==> src/rtl/dma_mem_arbiter.sv <==
// Two-master burst arbiter (M0 = CPU, M1 = DMA) onto one memory port. Read and write
// channels each run their own IDLE -> REQ -> DATA grant FSM with a round-robin pointer.
module dma_mem_arbiter #(
  parameter int unsigned ADDR_WIDTH = 32,
  parameter int unsigned DATA_WIDTH = 32,
  parameter int unsigned FIXED_PRIO = 0
) (
  input  logic                    clk,
  input  logic                    rst,
  // master read request/data
  input  logic [2*ADDR_WIDTH-1:0] m_rd_req_addr,
  input  logic [9:0]              m_rd_req_len,
  input  logic [1:0]              m_rd_req_valid,
  output logic [1:0]              m_rd_req_ready,
  output logic [DATA_WIDTH-1:0]   m_rd_rdata,
  output logic [1:0]              m_rd_valid,
  output logic [1:0]              m_rd_last,
  input  logic [1:0]              m_rd_ready,
  // master write request/data
  input  logic [2*ADDR_WIDTH-1:0] m_wr_req_addr,
  input  logic [9:0]              m_wr_req_len,
  input  logic [1:0]              m_wr_req_valid,
  output logic [1:0]              m_wr_req_ready,
  input  logic [2*DATA_WIDTH-1:0] m_wr_data,
  input  logic [1:0]              m_wr_valid,
  input  logic [1:0]              m_wr_last,
  output logic [1:0]              m_wr_ready,
  // memory read side
  output logic [ADDR_WIDTH-1:0]   s_rd_req_addr,
  output logic [4:0]              s_rd_req_len,
  output logic                    s_rd_req_valid,
  input  logic                    s_rd_req_ready,
  input  logic [DATA_WIDTH-1:0]   s_rd_rdata,
  input  logic                    s_rd_last,
  input  logic                    s_rd_valid,
  output logic                    s_rd_ready,
  // memory write side
  output logic [ADDR_WIDTH-1:0]   s_wr_req_addr,
  output logic [4:0]              s_wr_req_len,
  output logic                    s_wr_req_valid,
  input  logic                    s_wr_req_ready,
  output logic [DATA_WIDTH-1:0]   s_wr_data,
  output logic                    s_wr_last,
  output logic                    s_wr_valid,
  input  logic                    s_wr_ready
);

  localparam logic [1:0] StIdle = 2'd0;
  localparam logic [1:0] StReq  = 2'd1;
  localparam logic [1:0] StData = 2'd2;

  logic [1:0] rd_state_q, rd_state_d, wr_state_q, wr_state_d;
  logic       rd_owner_q, rd_owner_d, wr_owner_q, wr_owner_d;
  logic       rd_rr_q, rd_rr_d, wr_rr_q, wr_rr_d;
  logic       rd_win, wr_win;

  // Tie-break: fixed priority favours M0, otherwise the round-robin pointer decides.
  always_comb begin
    if (&m_rd_req_valid) rd_win = (FIXED_PRIO != 0) ? 1'b0 : rd_rr_q;
    else                 rd_win = m_rd_req_valid[1];
    if (&m_wr_req_valid) wr_win = (FIXED_PRIO != 0) ? 1'b0 : wr_rr_q;
    else                 wr_win = m_wr_req_valid[1];
  end

  // Read channel routing
  always_comb begin
    s_rd_req_addr  = rd_owner_q ? m_rd_req_addr[2*ADDR_WIDTH-1:ADDR_WIDTH]
                                : m_rd_req_addr[ADDR_WIDTH-1:0];
    s_rd_req_len   = rd_owner_q ? m_rd_req_len[9:5] : m_rd_req_len[4:0];
    s_rd_req_valid = (rd_state_q == StReq) && m_rd_req_valid[rd_owner_q];
    m_rd_req_ready = 2'b00;
    m_rd_valid     = 2'b00;
    m_rd_last      = 2'b00;
    s_rd_ready     = 1'b0;
    m_rd_rdata     = s_rd_rdata;
    if (rd_state_q == StReq) m_rd_req_ready[rd_owner_q] = s_rd_req_ready;
    if (rd_state_q == StData) begin
      m_rd_valid[rd_owner_q] = s_rd_valid;
      m_rd_last[rd_owner_q]  = s_rd_last;
      s_rd_ready             = m_rd_ready[rd_owner_q];
    end
  end

  // Write channel routing
  always_comb begin
    s_wr_req_addr  = wr_owner_q ? m_wr_req_addr[2*ADDR_WIDTH-1:ADDR_WIDTH]
                                : m_wr_req_addr[ADDR_WIDTH-1:0];
    s_wr_req_len   = wr_owner_q ? m_wr_req_len[9:5] : m_wr_req_len[4:0];
    s_wr_req_valid = (wr_state_q == StReq) && m_wr_req_valid[wr_owner_q];
    s_wr_data      = wr_owner_q ? m_wr_data[2*DATA_WIDTH-1:DATA_WIDTH]
                                : m_wr_data[DATA_WIDTH-1:0];
    s_wr_valid     = (wr_state_q == StData) && m_wr_valid[wr_owner_q];
    s_wr_last      = (wr_state_q == StData) && m_wr_last[wr_owner_q];
    m_wr_req_ready = 2'b00;
    m_wr_ready     = 2'b00;
    if (wr_state_q == StReq)  m_wr_req_ready[wr_owner_q] = s_wr_req_ready;
    if (wr_state_q == StData) m_wr_ready[wr_owner_q]     = s_wr_ready;
  end

  always_comb begin
    rd_state_d = rd_state_q;
    rd_owner_d = rd_owner_q;
    rd_rr_d    = rd_rr_q;
    unique case (rd_state_q)
      StIdle: if (|m_rd_req_valid) begin
        rd_owner_d = rd_win;
        rd_state_d = StReq;
      end
      StReq:  if (s_rd_req_valid && s_rd_req_ready) rd_state_d = StData;
      StData: if (s_rd_valid && s_rd_ready && s_rd_last) begin
        rd_rr_d    = ~rd_owner_q;
        rd_state_d = StIdle;
      end
      default: rd_state_d = StIdle;
    endcase
  end

  always_comb begin
    wr_state_d = wr_state_q;
    wr_owner_d = wr_owner_q;
    wr_rr_d    = wr_rr_q;
    unique case (wr_state_q)
      StIdle: if (|m_wr_req_valid) begin
        wr_owner_d = wr_win;
        wr_state_d = StReq;
      end
      StReq:  if (s_wr_req_valid && s_wr_req_ready) wr_state_d = StData;
      StData: if (s_wr_valid && s_wr_ready && s_wr_last) begin
        wr_rr_d    = ~wr_owner_q;
        wr_state_d = StIdle;
      end
      default: wr_state_d = StIdle;
    endcase
  end

  always_ff @(posedge clk) begin
    if (rst) begin
      rd_state_q <= StIdle;
      rd_owner_q <= 1'b0;
      rd_rr_q    <= 1'b0;
      wr_state_q <= StIdle;
      wr_owner_q <= 1'b0;
      wr_rr_q    <= 1'b0;
    end else begin
      rd_state_q <= rd_state_d;
      rd_owner_q <= rd_owner_d;
      rd_rr_q    <= rd_rr_d;
      wr_state_q <= wr_state_d;
      wr_owner_q <= wr_owner_d;
      wr_rr_q    <= wr_rr_d;
    end
  end

endmodule

==> config.mk <==
export PLATFORM = sky130hd
export DESIGN_NAME = dma_mem_arbiter
export DESIGN_NICKNAME = d
export VERILOG_FILES = /design/src/rtl/dma_mem_arbiter.sv
export SDC_FILE = /design/constraint.sdc
export NUM_CORES = 1
export LEC_CHECK = 0
export ABC_AREA = 0
export CORE_AREA = 4 4 157 159
export CTS_CLUSTER_SIZE = 14
export DETAILED_ROUTE_END_ITERATION = 12
export DIE_AREA = 0 0 161 163
export GPL_TIMING_DRIVEN = 0
export PLACE_DENSITY = 0.55
export SYNTH_ARGS = -nofsm -noshare
export SYNTH_HDL_FRONTEND = slang
export SYNTH_SLANG_ARGS = --single-unit
==> constraint.sdc <==
create_clock -name clk -period 1.2 [get_ports clk]
set_input_delay 0.12 -clock clk [delete_from_list [all_inputs] [get_ports clk]]
set_output_delay 0.12 -clock clk [all_outputs]
set_load 0.02 [all_outputs]
==> run summary <==
The run finished, with violations left. The final reports fail on negative setup slack. For this run, the number of Yosys warnings is 0. The fraction of final layout cells with drive strength greater than 1 is 0.545, and the total clock buffers created by CTS is 3. In this run the tool buffered the top-level ports with 381 buffer cells. Counting tap cells, the placed design contains a total of 916 instances. Die footprint: 26200 sq um. In the synthesized netlist, the number of instances is 216. The run gives 3473 as the number of global-route vias before repair. The tools report the summed instance area of the synthesized netlist as 2040 sq um. The flip-flop and latch count after synthesis was 8; the filler-free cell count of the finished design was 965.

In the routed layout, each cell is associated on average with a via count of 3.43. After layout, the minimum clock period comes to 1.59 ns. TritonCTS built the clock tree. In this run the static leakage power is 0.00336 uW. The total overflow left after global routing is 0. Sorting the synthesized cells by area gives the leading types as sky130_fd_sc_hd__mux2_2 58%, sky130_fd_sc_hd__buf_4 13%, sky130_fd_sc_hd__dfxtp_1 7.8%. On the critical path, the stage with the largest delay is an instance of sky130_fd_sc_hd__dfxtp_4.

Synthesis produced a netlist with a net count of 477. At the end of the flow, the number of nets in the layout was 909. For the initial antenna violation count, the log shows 2. The detail-routed net length per standard cell is 17.2 um, and the total number of clock tree sinks is 8. The synthesized design contains 0 enable-type register cells. The first global-routing pass estimated 21300 um of wire.

The tools report the endpoint type of the worst setup path as an output pin. The proportion of netlist area held by the largest area contributor works out to 0.585. The run gives 26 as the number of unique standard cell types used by synthesis. The critical path in this run is classified as flip-flop to output pin. The detailed-router iteration count before antenna repair is 4. STA classifies the critical path startpoint as a flip-flop.

The class of the tightest hold or removal check was flip-flop to flip-flop. The detailed router's first-iteration violation count is 81, and the maximum fanout count along the critical path is 6. The largest single stage delay on the critical path is 0.42 ns. Averaged over all synthesized cells, the footprint is 9.45 sq um. The antenna diode count is 0.

The congestion estimate from routability-driven global placement came to 0.771. The number of levels in the clock H-tree was 1. The cell at the root of the clock tree was sky130_fd_sc_hd__clkbuf_16.

The routed via count is 3309, and the insertion delay to the later sink of the worst-skew pair is 0.23 ns. Count of antenna-violating nets left after detailed routing: 0. For the slack of the critical path, the log shows -0.391 ns.

For the final database, setup skew stands at 0.000489 ns. At the placement stage, the worst setup path has a slack of -0.807 ns. Entering global routing, the biggest net connects 11 pins.

The ratio of total power to cell area came out at 563 nW/um^2. The final wirelength was 16600 um; the max-slew violation total from the final report was 0. The hold violation total from the final report was 0. The global-route total usage across every layer came out at 0.105. The tools report the part of the Yosys area used for sequential elements as 0.0784.

At the pin with the least slew margin, the transition time is 0.434 ns. The core region is 23300 sq um. From left edge to right edge, the die measures 161 um. Setup violations remaining at the end of the flow were counted as 126. Based on the critical path, the design can be clocked at up to 628 MHz. For the remaining max-slew budget at the tightest pin, the log shows 0.710.

In this run the count of I/O pins placed on the die edge is 414. The tools report the effective utilization at floorplan as 0.0878. Of all cell types, the one taking the most synthesized area is sky130_fd_sc_hd__mux2_2. Relative to the synthesized area, the layout overhead comes to 284%.

Buffers inserted to repair hold after CTS numbered 0. Setup repair after global routing could not meet its margin everywhere. The tools report the max-capacitance violation count as 0. Data on the critical path is required at its endpoint by 1.08 ns. The library cell used most frequently in the layout, excluding fill and tap cells, is sky130_fd_sc_hd__clkdlybuf4s50_1. Final cycle utilization of the critical path: 1.33. The number of standard-cell rows in the floorplan was 56. The library cells used most frequently in the layout, excluding fill and tap cells, are 260 x sky130_fd_sc_hd__clkdlybuf4s50_1, 134 x sky130_fd_sc_hd__buf_6, 108 x sky130_fd_sc_hd__mux2_4.

At the worst endpoint, the arrival time is 1.47 ns. Predominant post-synthesis flop cell: sky130_fd_sc_hd__dfxtp_1. The floorplan die height came out at 163 um.

Adding up every negative setup slack in the final design gives -36.66 ns. The most numerous cell type found on the critical path is sky130_fd_sc_hd__buf_12. In the routed design, unresolved DRC markers number 0. The signal on the critical path passes through buf_16 > buf_12 > buf_12 > mux2_4 > buf_6.

Detailed placement ended at an HPWL of 13400 um. The clock passes through at most 2 buffers. The proportion of register bits with asynchronous set or reset after synthesis was 0; the clock transition at the registers of the reported paths was 0.04 ns. IR analysis of the VDD net gives a maximum drop of 0.279 mV.
[cells by family after synthesis]
group                  synth area share
and+or+nand+nor                   0.104
AOI/OAI and AO/OA                0.0288
buffers and inverters             0.165
muxes                             0.624
DFF                              0.0784
[per-layer routing]
metal  vias up  share of wire  wire, um  track usage
li1       1614              -         -            -
met1      1558           0.41      6790        0.133
met2       125           0.52      8580        0.186
met3         8          0.066      1090       0.0268
met4         4         0.0053        88       0.0143
met5         -         0.0013        21            0
[layout make-up]
type / instances / area (sq um)
Buffer: 46 / 494
Clock buffer: 3 / 75.1
Fill cell: 2428 / 15400
Inverter: 3 / 15.0
Multi-Input combinational cell: 158 / 2080
Sequential cell: 8 / 176
Tap cell: 319 / 399
Timing Repair Buffer: 428 / 4600
[cells in the mapped netlist, types with 2 or more instances]
cell type and number:
sky130_fd_sc_hd__a21o_1 2, sky130_fd_sc_hd__a21oi_1 2, sky130_fd_sc_hd__and2b_1 2, sky130_fd_sc_hd__buf_2 11, sky130_fd_sc_hd__buf_4 34, sky130_fd_sc_hd__dfxtp_1 8, sky130_fd_sc_hd__inv_1 3, sky130_fd_sc_hd__mux2_2 106
sky130_fd_sc_hd__mux2_4 2, sky130_fd_sc_hd__mux2i_1 5, sky130_fd_sc_hd__nand2_1 2, sky130_fd_sc_hd__nand2b_1 3, sky130_fd_sc_hd__nand3_1 2, sky130_fd_sc_hd__nand3b_1 2, sky130_fd_sc_hd__nor2_1 14, sky130_fd_sc_hd__nor2b_1 2
sky130_fd_sc_hd__nor3_1 4, sky130_fd_sc_hd__nor3b_1 2, sky130_fd_sc_hd__o32ai_1 3
[report_power, final]
group,total [uW],internal [uW],switching (uW)
Combinational,3550,2260,1290
Clock,560,430,130
Sequential,304,281,23.0
[critical path: cells and delay by family (launching register included)]
family | cells | cell delay (ns)
DFF | 1 | 0.42
muxes | 1 | 0.31
buffers and inverters | 4 | 0.50
[final timing paths]
check,depth (start not counted),start,slack [ns],end
max reg2reg,5,rd_owner_q,-0.29,rd_rr_q
min reg2reg,1,rd_state_q[1],0.44,rd_state_q[0]
min,1,rd_state_q[1],0.44,rd_state_q[0]
max,5,wr_owner_q,-0.39,s_wr_req_addr[9]
[per-stage QoR]
| stage | hold WS, ns | cell area (sq um) | utilization | power (uW) |
|---|---|---|---|---|
| finish | 0.438 | 7850 | 0.337 | 4420 |
| global route | 0.454 | 7850 | 0.337 | 4610 |
| CTS | 0.460 | 7040 | 0.303 | 4000 |
| detailed placement | 0.513 | 6440 | 0.277 | 3140 |
| global placement | 0.512 | 6440 | 0.277 | 3140 |
| floorplan | 0.260 | 2220 | - | 1520 |
[registers in the layout (all words and copies together), names as in the netlist]
| register | count |
|---|---|
| rd_state_q | 2 |
| wr_state_q | 2 |
| wr_rr_q | 1 |
| rd_rr_q | 1 |
| wr_owner_q | 1 |
| rd_owner_q | 1 |
[timing repair]
action	4_1_cts	5_1_grt
pin swaps	4	7
setup buffers	29	9
endpoints found under the setup margin	124	128
resized for setup	721	182
cloned	5	8
No activity file was read; power rests on OpenSTA's default activity.
